### config.mk
export PLATFORM = sky130hd
export DESIGN_NAME = mem_port_arbiter
export DESIGN_NICKNAME = d
export VERILOG_FILES = /design/src/rtl/mem_arb_pkg.sv /design/src/rtl/arb_pick.sv /design/src/rtl/mem_port_arbiter.sv
export SDC_FILE = /design/constraint.sdc
export NUM_CORES = 1
export LEC_CHECK = 0
export ABC_AREA = 1
export CAP_MARGIN = 20
export CORE_MARGIN = 4
export CORE_UTILIZATION = 44
export DETAILED_ROUTE_END_ITERATION = 7
export PLACE_DENSITY_LB_ADDON = 0.3
export SETUP_SLACK_MARGIN = 0.15
export SYNTH_ARGS = -nofsm -noshare
export SYNTH_HDL_FRONTEND = slang
export SYNTH_HIERARCHICAL = 1
export SYNTH_SLANG_ARGS = --single-unit
### constraint.sdc
create_clock -name clk -period 3 [get_ports clk]
set_input_delay 0.3 -clock clk [delete_from_list [all_inputs] [get_ports clk]]
set_output_delay 0.3 -clock clk [all_outputs]
set_load 0.1 [all_outputs]
### src/rtl/mem_arb_pkg.sv
// Shared types and helpers for the instruction/data memory port arbiter.
package mem_arb_pkg;

  typedef enum logic [1:0] {
    ST_IDLE,
    ST_ACCESS,
    ST_WAIT,
    ST_RESP
  } state_t;

  typedef enum logic {
    GNT_I = 1'b0,
    GNT_D = 1'b1
  } gnt_t;

  // Width of a counter that runs 0 .. lat-1 (never narrower than one bit).
  function automatic int unsigned lat_cnt_w(input int unsigned lat);
    return (lat <= 1) ? 1 : $clog2(lat);
  endfunction

endpackage

### src/rtl/arb_pick.sv
// Winner selection: data has priority unless fetch has waited MAX_DATA_BURST data grants.
module arb_pick
  import mem_arb_pkg::*;
#(
  parameter int unsigned MAX_DATA_BURST = 4,
  parameter int unsigned CNT_W          = 3
) (
  input  logic             i_fetch_req,
  input  logic             i_data_req,
  input  logic [CNT_W-1:0] i_burst_cnt,
  output logic             o_gnt_c,
  output logic             o_gnt_valid_c
);

  logic w_starve;

  always_comb begin
    w_starve      = i_fetch_req && (i_burst_cnt == CNT_W'(MAX_DATA_BURST));
    o_gnt_valid_c = i_fetch_req | i_data_req;
    o_gnt_c       = GNT_I;
    if (i_data_req && !w_starve) o_gnt_c = GNT_D;
  end

endmodule

### src/rtl/mem_port_arbiter.sv
// Shares one single-port memory between the fetch and load/store ports:
// grant, one-cycle access strobe, fixed-latency wait, one-cycle response.
module mem_port_arbiter
  import mem_arb_pkg::*;
#(
  parameter int unsigned ADDR_W         = 32,
  parameter int unsigned DATA_W         = 32,
  parameter int unsigned MEM_LATENCY    = 1,
  parameter int unsigned MAX_DATA_BURST = 4
) (
  input  logic                clk,
  input  logic                reset,
  input  logic                i_req,
  input  logic [ADDR_W-1:0]   i_addr,
  output logic                i_ready,
  output logic [DATA_W-1:0]   i_rdata,
  input  logic                d_req,
  input  logic [DATA_W/8-1:0] d_wmask,
  input  logic [ADDR_W-1:0]   d_addr,
  input  logic [DATA_W-1:0]   d_wdata,
  output logic                d_ready,
  output logic [DATA_W-1:0]   d_rdata,
  output logic                mem_en,
  output logic [DATA_W/8-1:0] mem_wmask,
  output logic [ADDR_W-1:0]   mem_addr,
  output logic [DATA_W-1:0]   mem_wdata,
  input  logic [DATA_W-1:0]   mem_rdata
);

  localparam int unsigned MASK_W = DATA_W / 8;
  localparam int unsigned CNT_W  = $clog2(MAX_DATA_BURST + 1);
  localparam int unsigned LAT_W  = lat_cnt_w(MEM_LATENCY);

  state_t             r_state;
  gnt_t               r_gnt;
  logic               r_is_read;
  logic [CNT_W-1:0]   r_burst_cnt;
  logic [LAT_W-1:0]   r_lat_cnt;
  logic               r_i_ready;
  logic               r_d_ready;
  logic [DATA_W-1:0]  r_i_rdata;
  logic [DATA_W-1:0]  r_d_rdata;
  logic               r_mem_en;
  logic [MASK_W-1:0]  r_mem_wmask;
  logic [ADDR_W-1:0]  r_mem_addr;
  logic [DATA_W-1:0]  r_mem_wdata;
  logic               w_gnt;
  logic               w_gnt_valid;

  arb_pick #(
    .MAX_DATA_BURST(MAX_DATA_BURST),
    .CNT_W         (CNT_W)
  ) u_pick (
    .i_fetch_req  (i_req),
    .i_data_req   (d_req),
    .i_burst_cnt  (r_burst_cnt),
    .o_gnt_c      (w_gnt),
    .o_gnt_valid_c(w_gnt_valid)
  );

  // Memory-side registers double as the request latch: they only carry
  // the access during the single ACCESS cycle and are zero otherwise.
  always_ff @(posedge clk or negedge reset) begin
    if (!reset) begin
      r_state     <= ST_IDLE;
      r_gnt       <= GNT_I;
      r_is_read   <= 1'b0;
      r_burst_cnt <= '0;
      r_lat_cnt   <= '0;
      r_i_ready   <= 1'b0;
      r_d_ready   <= 1'b0;
      r_i_rdata   <= '0;
      r_d_rdata   <= '0;
      r_mem_en    <= 1'b0;
      r_mem_wmask <= '0;
      r_mem_addr  <= '0;
      r_mem_wdata <= '0;
    end else begin
      r_mem_en    <= 1'b0;
      r_mem_wmask <= '0;
      r_mem_addr  <= '0;
      r_mem_wdata <= '0;
      r_i_ready   <= 1'b0;
      r_d_ready   <= 1'b0;
      case (r_state)
        ST_IDLE: begin
          if (!i_req) r_burst_cnt <= '0;
          if (w_gnt_valid) begin
            r_gnt    <= gnt_t'(w_gnt);
            r_state  <= ST_ACCESS;
            r_mem_en <= 1'b1;
            if (w_gnt == GNT_D) begin
              r_mem_addr  <= d_addr;
              r_mem_wmask <= d_wmask;
              r_mem_wdata <= d_wdata;
              r_is_read   <= (d_wmask == '0);
              if (i_req && (r_burst_cnt != CNT_W'(MAX_DATA_BURST)))
                r_burst_cnt <= r_burst_cnt + CNT_W'(1);
            end else begin
              r_mem_addr  <= i_addr;
              r_is_read   <= 1'b1;
              r_burst_cnt <= '0;
            end
          end
        end
        ST_ACCESS: begin
          r_lat_cnt <= '0;
          r_state   <= ST_WAIT;
        end
        ST_WAIT: begin
          if (r_lat_cnt == LAT_W'(MEM_LATENCY - 1)) begin
            r_state <= ST_RESP;
            if (r_gnt == GNT_D) begin
              r_d_ready <= 1'b1;
              r_d_rdata <= r_is_read ? mem_rdata : '0;
            end else begin
              r_i_ready <= 1'b1;
              r_i_rdata <= mem_rdata;
            end
          end else begin
            r_lat_cnt <= r_lat_cnt + LAT_W'(1);
          end
        end
        ST_RESP: r_state <= ST_IDLE;
        default: r_state <= ST_IDLE;
      endcase
    end
  end

  assign i_ready   = r_i_ready;
  assign i_rdata   = r_i_rdata;
  assign d_ready   = r_d_ready;
  assign d_rdata   = r_d_rdata;
  assign mem_en    = r_mem_en;
  assign mem_wmask = r_mem_wmask;
  assign mem_addr  = r_mem_addr;
  assign mem_wdata = r_mem_wdata;

endmodule

== Word-level counts from Yosys, hierarchy flattened ==
Index checks and enable logic that the tools add are counted.

* Add/subtract/negate cells: 2
* Equal/unequal tests: 7
* Multiplexer cells: 29
* Bitwise operators: 3
* Reductions and logical operators: 11

{| class="wikitable"
|+ Operators with widths
! cell !! number
|-
| 2-to-1 mux 32 bit || 7
|-
| 2-to-1 mux 3 bit || 4
|-
| 2-to-1 mux 4 bit || 3
|-
| 2-to-1 mux 1 bit || 11
|-
| one-hot mux 2 bit (4 select lines) || 1
|-
| AND reduction 3 bit || 2
|-
| == test 2 bit (second input constant) || 2
|-
| zero test 4 bit || 1
|-
| 2-to-1 mux 2 bit || 2
|-
| AND reduction 2 bit || 2
|-
| adder 3 x 1 -> 3 bit (second input constant) || 1
|-
| == test 3 bit (second input constant) || 1
|-
| logical AND 1 bit || 3
|-
| inequality test 3 bit (second input constant) || 1
|-
| == test 2 x 1 -> 1 bit (second input constant) || 1
|-
| zero test 2 bit || 1
|-
| inequality test 2 x 1 -> 1 bit (second input constant) || 1
|-
| inequality test 2 bit (second input constant) || 1
|-
| inverter 1 bit || 2
|-
| one-hot mux 1 bit (2 select lines) || 1
|-
| nonzero test 2 bit || 1
|-
| adder 1 bit (second input constant) || 1
|-
| zero test 1 bit || 1
|-
| OR 1 bit || 1
|}

* Bits in registers: 143
* Input port bits: 136
* Output and inout bits: 135
* Word-level logic and storage cells: 65

== Depth between registers and ports, before layout ==
Gate-level depths: netlist of the first run.

* Depth after elaboration: 8
* Depth in mapped cells: 9
* Mapped depth without buffers: 7

== Cells and area by module ==
Netlist of the first run, hierarchy kept.

{| class="wikitable"
|+ By module, submodules not included
! module !! times used !! cells each !! area an instance (um^2) !! sequential area each (um^2)
|-
| mem_port_arbiter || 1 || 551 || 5550.3 || 3553.4
|-
| arb_pick || 1 || 6 || 26.3 || 0.0
|}

== Least setup slack after synthesis of the first run ==
OpenSTA, ideal clock, no wires.

* Path kind: register to register
* Start point: reg r_burst_cnt[2]
* End point: reg r_is_read
* Setup time: 0.121 ns
* Arrival time: 1.196 ns
* Required time: 2.879 ns
* Setup slack: 1.684 ns
* Stages on the path, launching flop included: 9
* Buffers on the path: 2
* Period minus slack after synthesis: 1.316 ns
* Path through: dfrtp_1 > nand2_1 > inv_1 > a21oi_1 > buf_2 > nand3_2 > buf_2 > a31oi_1 > nor2_1

* Longest elaborated chain between the ends: 6

{| class="wikitable"
|+ RTL lines
! what !! line !! text
|-
| start: declaration || mem_port_arbiter.sv:37 || <nowiki>logic [CNT_W-1:0] r_burst_cnt;</nowiki>
|-
| start signal: assignment || mem_port_arbiter.sv:98 || <nowiki>r_burst_cnt <= r_burst_cnt + CNT_W'(1);</nowiki>
|-
| == test 3 bit || arb_pick.sv:18 || <nowiki>w_starve = i_fetch_req && (i_burst_cnt == CNT_W'(MAX_DATA_BURST));</nowiki>
|-
| logical AND 1 bit || arb_pick.sv:18 ||
|-
| zero test 1 bit || arb_pick.sv:21 || <nowiki>if (i_data_req && !w_starve) o_gnt_c = GNT_D;</nowiki>
|-
| logical AND 1 bit || arb_pick.sv:21 ||
|-
| 2-to-1 mux 1 bit || arb_pick.sv:21 ||
|-
| named net w_gnt || mem_port_arbiter.sv:47 || <nowiki>logic w_gnt;</nowiki>
|-
| 2-to-1 mux 1 bit || mem_port_arbiter.sv:92 || <nowiki>if (w_gnt == GNT_D) begin</nowiki>
|-
| end signal: assignment || mem_port_arbiter.sv:96 || <nowiki>r_is_read <= (d_wmask == '0);</nowiki>
|-
| end: declaration || mem_port_arbiter.sv:36 || <nowiki>logic r_is_read;</nowiki>
|}

The timed path passes the listed nets, and every way through them passes these cells.
A chain may end at the register's enable or synchronous reset.

== Worst setup path in the final report of the first run ==
* Start point: reg r_i_rdata[1] (netlist: i_rdata[1])
* End point: out i_rdata[1]

{| class="wikitable"
|+ RTL lines
! what !! line !! text
|-
| start: declaration || mem_port_arbiter.sv:41 || <nowiki>logic [DATA_W-1:0] r_i_rdata;</nowiki>
|-
| start signal: assignment || mem_port_arbiter.sv:118 || <nowiki>r_i_rdata <= mem_rdata;</nowiki>
|-
| end: declaration || mem_port_arbiter.sv:16 || <nowiki>output logic [DATA_W-1:0] i_rdata,</nowiki>
|}

No word-level cell between the ends.

==> impl_metrics.tcl, run 1 <==
set metrics [dict create \
    die_x_um 120.6 \
    vias 4747 \
    path_cells "clkdlybuf4s50_1" \
    cts_setup_buffers 0 \
    ir_worst_vdd_uv 589.0 \
    io_pins 271 \
    dieArea_um2 14540 \
    synth_edf_count 0 \
    synth.top_cells.by_count "dfrtp_1 (142), nor2_1 (104), inv_1 (82), nand2_1 (78), o21ai_0 (37)" \
    synth-main-ff-cell "dfrtp_1" \
    whs_ns 0.3949 \
    drc 0 \
    avgSynthCellArea_um2 10.01 \
    ys_types 22 \
    yosys-top-cells-area "dfrtp_1 (64%), nor2_1 (7.0%), inv_1 (5.5%), nor3_2 (5.4%), nand2_1 (5.3%)" \
    start_util 0.4567 \
    tightest_slew_ns 1.015 \
    swShare 0.5428 \
    grt_max_degree 74 \
    cpPeakStageDelay_ns 1.14 \
    slowest_stage "clkdlybuf4s50_1" \
    synth_seq_cells 142 \
    first_global_vias 5064 \
    cp.required_ns 2.70 \
    nets 964 \
    async_flop_share 1.000 \
    pwr-share-comb 0.565 \
    syn_to_final_growth_pct 58.29 \
    synthCells 557 \
    worstSetupStartpointType "flip-flop" \
    pre_cts_slack_ns 0.9816 \
    switchingPower_mw 6.221 \
    yosysSeqAreaShare 0.6372 \
    synth_top_area_frac 0.6372 \
    die_height_um 120.6 \
    clock_skew_ns 0.01451 \
    post-route-min-period_ns 2.219 \
    crit_arrival_ns 1.92 \
    drt-initial-drc-count 388 \
    finalWeightedCongestion 0.8667 \
    status "finished clean" \
    min_period_over_period 0.7395 \
    path_buf_inv 1 \
    worstSetupEndpointType "primary output" \
    cts-root-buf "clkbuf_16" \
    h-tree-depth 4 \
    synth_most_common_cell "dfrtp_1" \
    fmaxAchievable_mhz 450.8 \
    first_pass_iters 6 \
    clockBufferDepth 2 \
    hold_viol 0 \
    drv_slew 0 \
    hold_path.class "in2reg" \
    drive_above_1_share 0.1926 \
    layout_setup_ws_ns 0.7815 \
    cp_max_fo 2 \
    slew_headroom 0.3209 \
    p_clk_frac 0.191 \
    antenna_left 0 \
    post_drt_wl_per_cell_um 15.55 \
    yosys.area.top_type "dfrtp_1" \
    grt.total_usage 0.2187 \
    grt-ovfl-total 0 \
    power_density_nw_per_um2 1298 \
    avgViaCountPerCell 4.728 \
    cp_top_family "buffers and inverters" \
    clk_pin_slew_ns 0.06 \
    wl_mm 15.62 \
    numCtsBuffers 17 \
    fillCellCount 919 \
    fp.coreArea_um2 12210 \
    fin_total_pwr_mw 11.46 \
    synth_nets 698 \
    synth_area_um2 5577 \
    seqPwrFrac 0.244 \
    grt_pass1_wl_mm 24.90 \
    antenna_cells 0 \
    p_int_mw 5.240 \
    yosys_warnings 6 \
    clock_sinks 142 \
    cap_violations 0 \
    rsz0062_at_grt "no" \
    leakagePower_nw 4.430 \
    fp-row-count 40 \
    io_buffers 270 \
    setup_viol 0 \
    setup_tns_ns 0 \
    clkLatencyLatePin_ns 0.41 \
    cts_tree "yes" \
    timing_worst_setup_path_type "reg2out" \
    antenna_found_initial 0 \
    dp_hpwl_mm 11.59 \
]
-- cell families (layout without fill, tap and decap cells) --
| family | Yosys count | count (layout) | share of synthesized area |
|---|---|---|---|
| fa+ha+maj | 5 | 5 | 0.01122 |
| buf+inv | 115 | 394 | 0.08459 |
| compound gates | 74 | 74 | 0.08122 |
| flops | 142 | 142 | 0.6372 |
| simple gates | 221 | 221 | 0.1858 |
-- state kept, by name, indices dropped and copies added, names as in the netlist --
signal and cells:
mem_addr 32, r_is_read 1, d_ready 1, r_burst_cnt 3
d_rdata 32, mem_wmask 4, i_rdata 32, r_state 2
i_ready 1, mem_en 1, mem_wdata 32, r_gnt 1
-- path summary, 6_finish.rpt --
kind                                        start                 endpoint  slack, ns  cells after the start
min reg2reg                d_rdata[0]$_DFFE_PN0P_   d_rdata[0]$_DFFE_PN0P_       0.48                      2
min                                    d_wdata[6]   mem_wdata[6]$_DFF_PN0_       0.39                      3
min in group asynchronous                   reset  d_rdata[19]$_DFFE_PN0P_       0.46                      2
max reg2reg                r_state[0]$_DFFE_PN0P_   mem_addr[27]$_DFF_PN0_       1.35                      5
max                        i_rdata[1]$_DFFE_PN0P_               i_rdata[1]       0.78                      1
max in group asynchronous                   reset        r_gnt$_DFFE_PN0P_       1.70                      3
-- area by class of cell --
class | count | area, um^2 | share of cell area
clock inverters | 10 | 162.7 | 0.01843
well taps | 168 | 210.2 | 0.02381
multi-input cells | 300 | 1560 | 0.1768
repair buffers | 278 | 2571 | 0.2913
inverters | 84 | 315.3 | 0.03572
clock buffers | 22 | 454.2 | 0.05145
flip-flops and latches | 142 | 3553 | 0.4026
-- stage by stage --
stage               utilization  std cells  instance area (um^2)
CTS                      0.7212       1003                  8807
finish                   0.7228       1004                  8827
detailed placement       0.6699        970                  8180
floorplan                     -        557                  5577
global route             0.7228       1004                  8827
global placement         0.6699        970                  8180
-- placed cells by master, fill, tap and decap left out --
| cell type | synthesis | final |
|---|---|---|
| dfrtp_1 | 142 | 142 |
| buf_12 | 0 | 2 |
| clkinvlp_4 | 0 | 2 |
| bufinv_16 | 0 | 4 |
| dlygate4sd3_1 | 0 | 1 |
| clkdlybuf4s50_1 | 0 | 181 |
| nor3_1 | 2 | 2 |
| a31oi_1 | 1 | 1 |
| o22ai_1 | 1 | 1 |
| inv_2 | 2 | 2 |
| a21oi_1 | 2 | 1 |
| nand2_1 | 78 | 76 |
| clkinv_4 | 0 | 2 |
| inv_1 | 82 | 82 |
| nand2_2 | 1 | 3 |
| o21ai_0 | 37 | 37 |
| nand3_1 | 4 | 4 |
| buf_4 | 3 | 93 |
| o31ai_1 | 32 | 32 |
| ha_1 | 5 | 5 |
| clkbuf_16 | 0 | 17 |
| clkbuf_8 | 0 | 1 |
| buf_6 | 0 | 1 |
| nand3_2 | 1 | 1 |
| a21oi_2 | 0 | 1 |
| o21ai_1 | 1 | 1 |
| nor3_2 | 30 | 30 |
| or2_1 | 1 | 1 |
| clkinv_2 | 0 | 2 |
| nor2_1 | 104 | 104 |
| clkbuf_1 | 5 | 4 |
-- metal layers --
layer,vias up,part of all wire,GRT usage
met2,214,0.51,0.3713
li1,2263,-,-
met5,-,0,0
met3,32,0.095,0.09121
met4,0,0.025,0.08357
met1,2238,0.37,0.2454
-- power groups by stage --
stage                     combinational, mW  sequential, mW  clock [mW]
final                                  6.48            2.80        2.18
after global routing                   6.75            2.87        2.31
after CTS                              6.51            2.80        2.21
after detailed placement               6.49            2.82           0
after global placement                 6.41            2.80           0
after floorplan                        1.00            6.76           0
-- repair_timing --
action | CTS | global route
hold buffers | 1 | 0
gates resized for setup | 0 | 0
hold endpoints to repair | 72 | 0
Note: power is estimated with default switching activity, not from simulation.
==> inputs of run 2 (changes only) <==
--- a/config.mk
+++ b/config.mk
@@ -8,7 +8,7 @@
 export ABC_AREA = 1
 export CAP_MARGIN = 20
 export CORE_MARGIN = 4
-export CORE_UTILIZATION = 44
+export CORE_UTILIZATION = 41
 export DETAILED_ROUTE_END_ITERATION = 7
 export PLACE_DENSITY_LB_ADDON = 0.3
 export SETUP_SLACK_MARGIN = 0.15
==> constraint.sdc (replaced) <==
create_clock -name clk -period 2.3 [get_ports clk]
set_input_delay 0.23 -clock clk [delete_from_list [all_inputs] [get_ports clk]]
set_output_delay 0.23 -clock clk [all_outputs]
set_load 0.1 [all_outputs]
==> run 2 against run 1 <==
Compared with the run above:
- sequential cell count unchanged
- hold slack worse by 0.068 ns
- global-route usage down 1.6 points
- highest routed layer unchanged
==> impl_metrics.tcl, run 2 (synthesis gave the netlist of run 1 again) <==
set metrics [dict create \
    status "finished clean" \
    tightest_slew_ns 0.6001 \
    antenna_left 0 \
    clock_sinks 142 \
    grt-ovfl-total 0 \
    wl_mm 15.41 \
    hold_viol 0 \
    die_height_um 124.6 \
    cts-root-buf "clkbuf_16" \
    cp.required_ns 2.56 \
    syn_to_final_growth_pct 56.18 \
    drc 0 \
    antenna_found_initial 0 \
    cts_setup_buffers 0 \
    drv_slew 0 \
    grt.busiest_layer "met2" \
    worstSetupEndpointType "flip-flop" \
    clock_skew_ns 0.009209 \
    dieArea_um2 15530 \
    fp-row-count 42 \
    fp.coreArea_um2 13300 \
    setup_tns_ns 0 \
    globalRouteMet3Util 0.09348 \
    antenna_cells 0 \
    start_util 0.4194 \
    cpPeakStageDelay_ns 0.38 \
    placed_cell_area_um2 8140 \
    grt_util_met1 0.2174 \
    grtUsageMet2 0.3448 \
    h-tree-depth 4 \
    grt_pass1_wl_mm 25.27 \
    first_pass_iters 5 \
    cp_max_fo 33 \
    clkLatencyLatePin_ns 0.41 \
    crit_arrival_ns 2.09 \
    hold_path.class "in2reg" \
    hold_depth 3 \
    drt-initial-drc-count 372 \
    rsz0062_at_grt "no" \
    final_common_cell "dfrtp_1" \
    post_drt_wl_per_cell_um 15.18 \
    clk_pin_slew_ns 0.06 \
    finalWeightedCongestion 0.8323 \
    path_cells "inv_1, ha_1, nand2_2, buf_4, nand2_1, o21ai_0" \
    hold_path.startpoint "d_wdata[7]" \
    cap_violations 0 \
    min_period_over_period 0.7939 \
    r2r_end "i_rdata[18]$_DFFE_PN0P_" \
    numCtsBuffers 17 \
    dp_hpwl_mm 11.52 \
    slowest_stage "buf_4" \
    whs_ns 0.3269 \
    mostFrequentLayoutCells "dfrtp_1 (142), buf_4 (141), clkdlybuf4s50_1 (134)" \
    die_x_um 124.6 \
    worstSetupStartpointType "flip-flop" \
    setup_viol 0 \
    nets 967 \
    holdPathEnd "mem_wdata[7]$_DFF_PN0_" \
    post-route-min-period_ns 1.826 \
    regToRegStartpoint "r_state[0]$_DFFE_PN0P_" \
    utilization 0.6551 \
    final_cell_area_um2 8710 \
    io_pins 271 \
    cp_top_family "buffers and inverters" \
    io_buffers 270 \
    grt.total_usage 0.2029 \
    cts_tree "yes" \
    clockBufferDepth 2 \
    first_global_vias 5104 \
    timing_worst_setup_path_type "reg2reg" \
    path_buf_inv 2 \
    rrSetupSlack_ns 0.47 \
    r2r_cells 6 \
    grt_max_degree 65 \
    vias 4753 \
    slew_headroom 0.5999 \
    avgViaCountPerCell 4.683 \
    drive_above_1_share 0.2563 \
    fmaxAchievable_mhz 547.7 \
]
-- run 2: cell count changes in the layout (fill, tap and decap cells not counted), sizes merged, moves of 2 or more --
cell           change
bufinv             -3
buf               +50
clkbuf             -4
clkinv             +4
clkdlybuf4s50     -47
clkinvlp           +2
-- run 2: how the worst max path moves through the flow --
stage | startpoint | end | slack (ns) | cells past startpoint
after floorplan | r_burst_cnt[2]$_DFFE_PN0P_ | r_is_read$_DFFE_PN0P_ | 0.98 | 8
after global placement | i_req | mem_wdata[9]$_DFF_PN0_ | 0.52 | 7
after detailed placement | i_req | mem_wdata[25]$_DFF_PN0_ | 0.47 | 7
after CTS | r_state[0]$_DFFE_PN0P_ | i_rdata[18]$_DFFE_PN0P_ | 0.45 | 6
after global routing | r_state[0]$_DFFE_PN0P_ | i_rdata[10]$_DFFE_PN0P_ | 0.28 | 6
final | r_state[0]$_DFFE_PN0P_ | i_rdata[18]$_DFFE_PN0P_ | 0.47 | 6
-- run 2: layer usage --
metal	up-vias	wire length (um)
li1	2276	-
met1	2227	5689
met2	215	7710
met3	35	1569
met4	0	436
met5	-	0
-- run 2: cell type report --
| class | instances | area, um^2 |
|---|---|---|
| Tap cell | 176 | 220.2 |
| Clock buffer | 18 | 439.2 |
| Sequential cell | 142 | 3553 |
| Clock inverter | 14 | 120.1 |
| Multi-Input combinational cell | 300 | 1560 |
| Fill cell | 1067 | 4586 |
| Timing Repair Buffer | 281 | 2501 |
| Inverter | 84 | 315.3 |
-- run 2: worst register-to-register path, stage by stage (launching register included) --
cell and delay (ns):
dfrtp_1 0.36, inv_1 0.13, ha_1 0.25, nand2_2 0.35, buf_4 0.38, nand2_1 0.11, o21ai_0 0.09
-- run 2: metrics by stage --
stage,setup WS [ns],std cells
floorplan,0.9838,557
global placement,0.5221,982
detailed placement,0.4723,982
CTS,0.4498,1015
global route,0.2842,1015
finish,0.4741,1015
-- run 2: what timing repair did --
action / CTS / global route
endpoints found under the setup margin: 0 / 0
hold buffers: 1 / 0
endpoints found under the hold margin: 61 / 0
resized for setup: 0 / 0
Power of run 2 is not shown: default switching activity piles up to over one toggle a cycle in this logic, so the estimate is an artifact.
==> edit (config.mk and constraints of run 2) <==
`MAX_DATA_BURST` is set to 4 in 2 places; all go to 2.
--- a/src/rtl/arb_pick.sv
+++ b/src/rtl/arb_pick.sv
@@ -3,5 +3,5 @@
   import mem_arb_pkg::*;
 #(
-  parameter int unsigned MAX_DATA_BURST = 4,
+  parameter int unsigned MAX_DATA_BURST = 2,
   parameter int unsigned CNT_W          = 3
 ) (
--- a/src/rtl/mem_port_arbiter.sv
+++ b/src/rtl/mem_port_arbiter.sv
@@ -7,5 +7,5 @@
   parameter int unsigned DATA_W         = 32,
   parameter int unsigned MEM_LATENCY    = 1,
-  parameter int unsigned MAX_DATA_BURST = 4
+  parameter int unsigned MAX_DATA_BURST = 2
 ) (
   input  logic                clk,
Function: changed (Yosys sat finds a counterexample within 10 cycles, from zero or initial values and one cycle with reset low).
==> edit against run 2 <==
Count of clock-buffer cells in the layout up 1. Sequential cell count decreased by 1. Global-route usage increased by 1.2 points. Area after synthesis shrank 3.2%. Setup slack improved by 0.24 ns. Routed wire length rose by 4.4%. Final area down 2.1%. Non-clock buffer count grew 2.
Power is not shown: default switching activity piles up to over one toggle a cycle in this logic, so the estimate is an artifact.
==> edit: results (changes against run 2) <==
Critical path
  – Crit. End Element: register
  – CP top delay family: simple AND/OR/NAND/NOR gates
  – R2R depth: 5 (-1)
  – R2r endpoint: mem_addr[9]$_DFF_PN0_
  – Reg2reg start: r_state[1]$_DFFE_PN0P_
  – Crit Path Max Fanout: 22 (-33%)
  – Critical path's slowest cell: dfrtp_1
  – Worst R2R Setup Slack: 0.71 ns (+0.24 ns)
  – CP Launch Type: register
  – Worst Path Arrival: 1.90 ns (-0.19 ns)

Synthesis
  – Adder-cell share of the synthesized area: 0.927% (-0.20 points)
  – Sequential-to-total area share from yosys stat: 65.3% (+1.6 points)
  – Number of library cell types mapped by synthesis: 19 (-14%)
  – Post-synth net total: 721 (+3.3%)
  – Largest cells by area after synthesis: dfrtp_1 (65%), nand2_1 (12%), nor2_1 (7.1%), inv_1 (3.3%), nor3_1 (2.5%)
  – Commonest cells post-synth: nand2_1 (176), dfrtp_1 (141), nor2_1 (102)
  – Synth Area in Compound Gates: 3.52% (-4.6 points)

Finish
  – Nonclk inv count: 49 (-42%)
  – Multi-In Gates: 361 (+20%)
  – Fraction of area in multi-input gates: 17.9% (about the same)
  – Total Nets Final: 993 (+2.7%)
  – Num sequential: 141 (-0.70%)
  – Non-clock buffers: 283 (+0.71%)
  – Signal buf overhead: 29.1% (+0.35 points)
  – Layout cell share with drive strength beyond 1: 21.9% (-3.7 points)
  – ClkCell Share: 6.98% (+0.56 points)

Floorplan
  – Core area: 12800 um2 (-3.9%)

Clocking
  – Clock transition at path regs: 0.06 ns (about the same)
  – Post-CTS setup buffer count: 0 (unchanged)
  – Maximum root-to-sink buffer count: 2 (unchanged)

Place
  – HPWL Detailed: 11800 um (+2.8%)
  – Placed Instance Area: 7920 um2 (-2.7%)
  – Placer Congestion: 0.852 (+2.4%)

STA
  – Worst slew pin tran: 0.590 ns (-0.00995 ns)
  – Worst Skew: 0.00551 ns (-0.00370 ns)

Route
  – Initial drt markers: 380 (+2.2%)
  – Routed vias/inst: 4.65 (-0.76%)
  – Length of the first detailed-routing pass in iterations: 7 (+2)

GRT
  – First-pass GRT wire length: 24700 um (-2.2%)
  – Gr usage total: 21.4% (+1.2 points)
  – Largest net degree at the start of global routing: 66 (+1.5%)

Worst hold path
  – Hold Crit Class: primary input to asynchronous set/reset pin

Outcome
  – Status: finished, final reports clean
==> edit: changes by cell type after synthesis, moves of 19 or more <==
| cell | change |
|---|---|
| o31ai_1 | -32 |
| o21ai_0 | -20 |
| inv_1 | -34 |
| nand2_1 | +98 |
| o21ai_1 | +19 |
| nor3_2 | -25 |
| nor3_1 | +25 |
==> edit: per-stage QoR <==
step / std cells / hold slack [ns] / setup WS, ns
2_1_floorplan: 581 / -0.0656 / 1.03
3_3_place_gp: 1005 / 0.214 / 0.488
3_5_place_dp: 1005 / 0.219 / 0.409
4_1_cts: 1038 / 0.320 / 0.696
5_1_grt: 1038 / 0.334 / 0.559
6_report: 1038 / 0.333 / 0.715
==> edit: timing repair <==
| action | CTS | global route |
|---|---|---|
| resized for setup | 0 | 0 |
| endpoints found under the hold margin | 50 | 0 |
| hold buffers | 1 | 0 |
==> edit: metal layers <==
layer	track usage, %	part of all wire [%]
met1	22.6	35
met2	38.2	53
met3	8.02	9.9
met4	9.24	2.9
met5	0	0
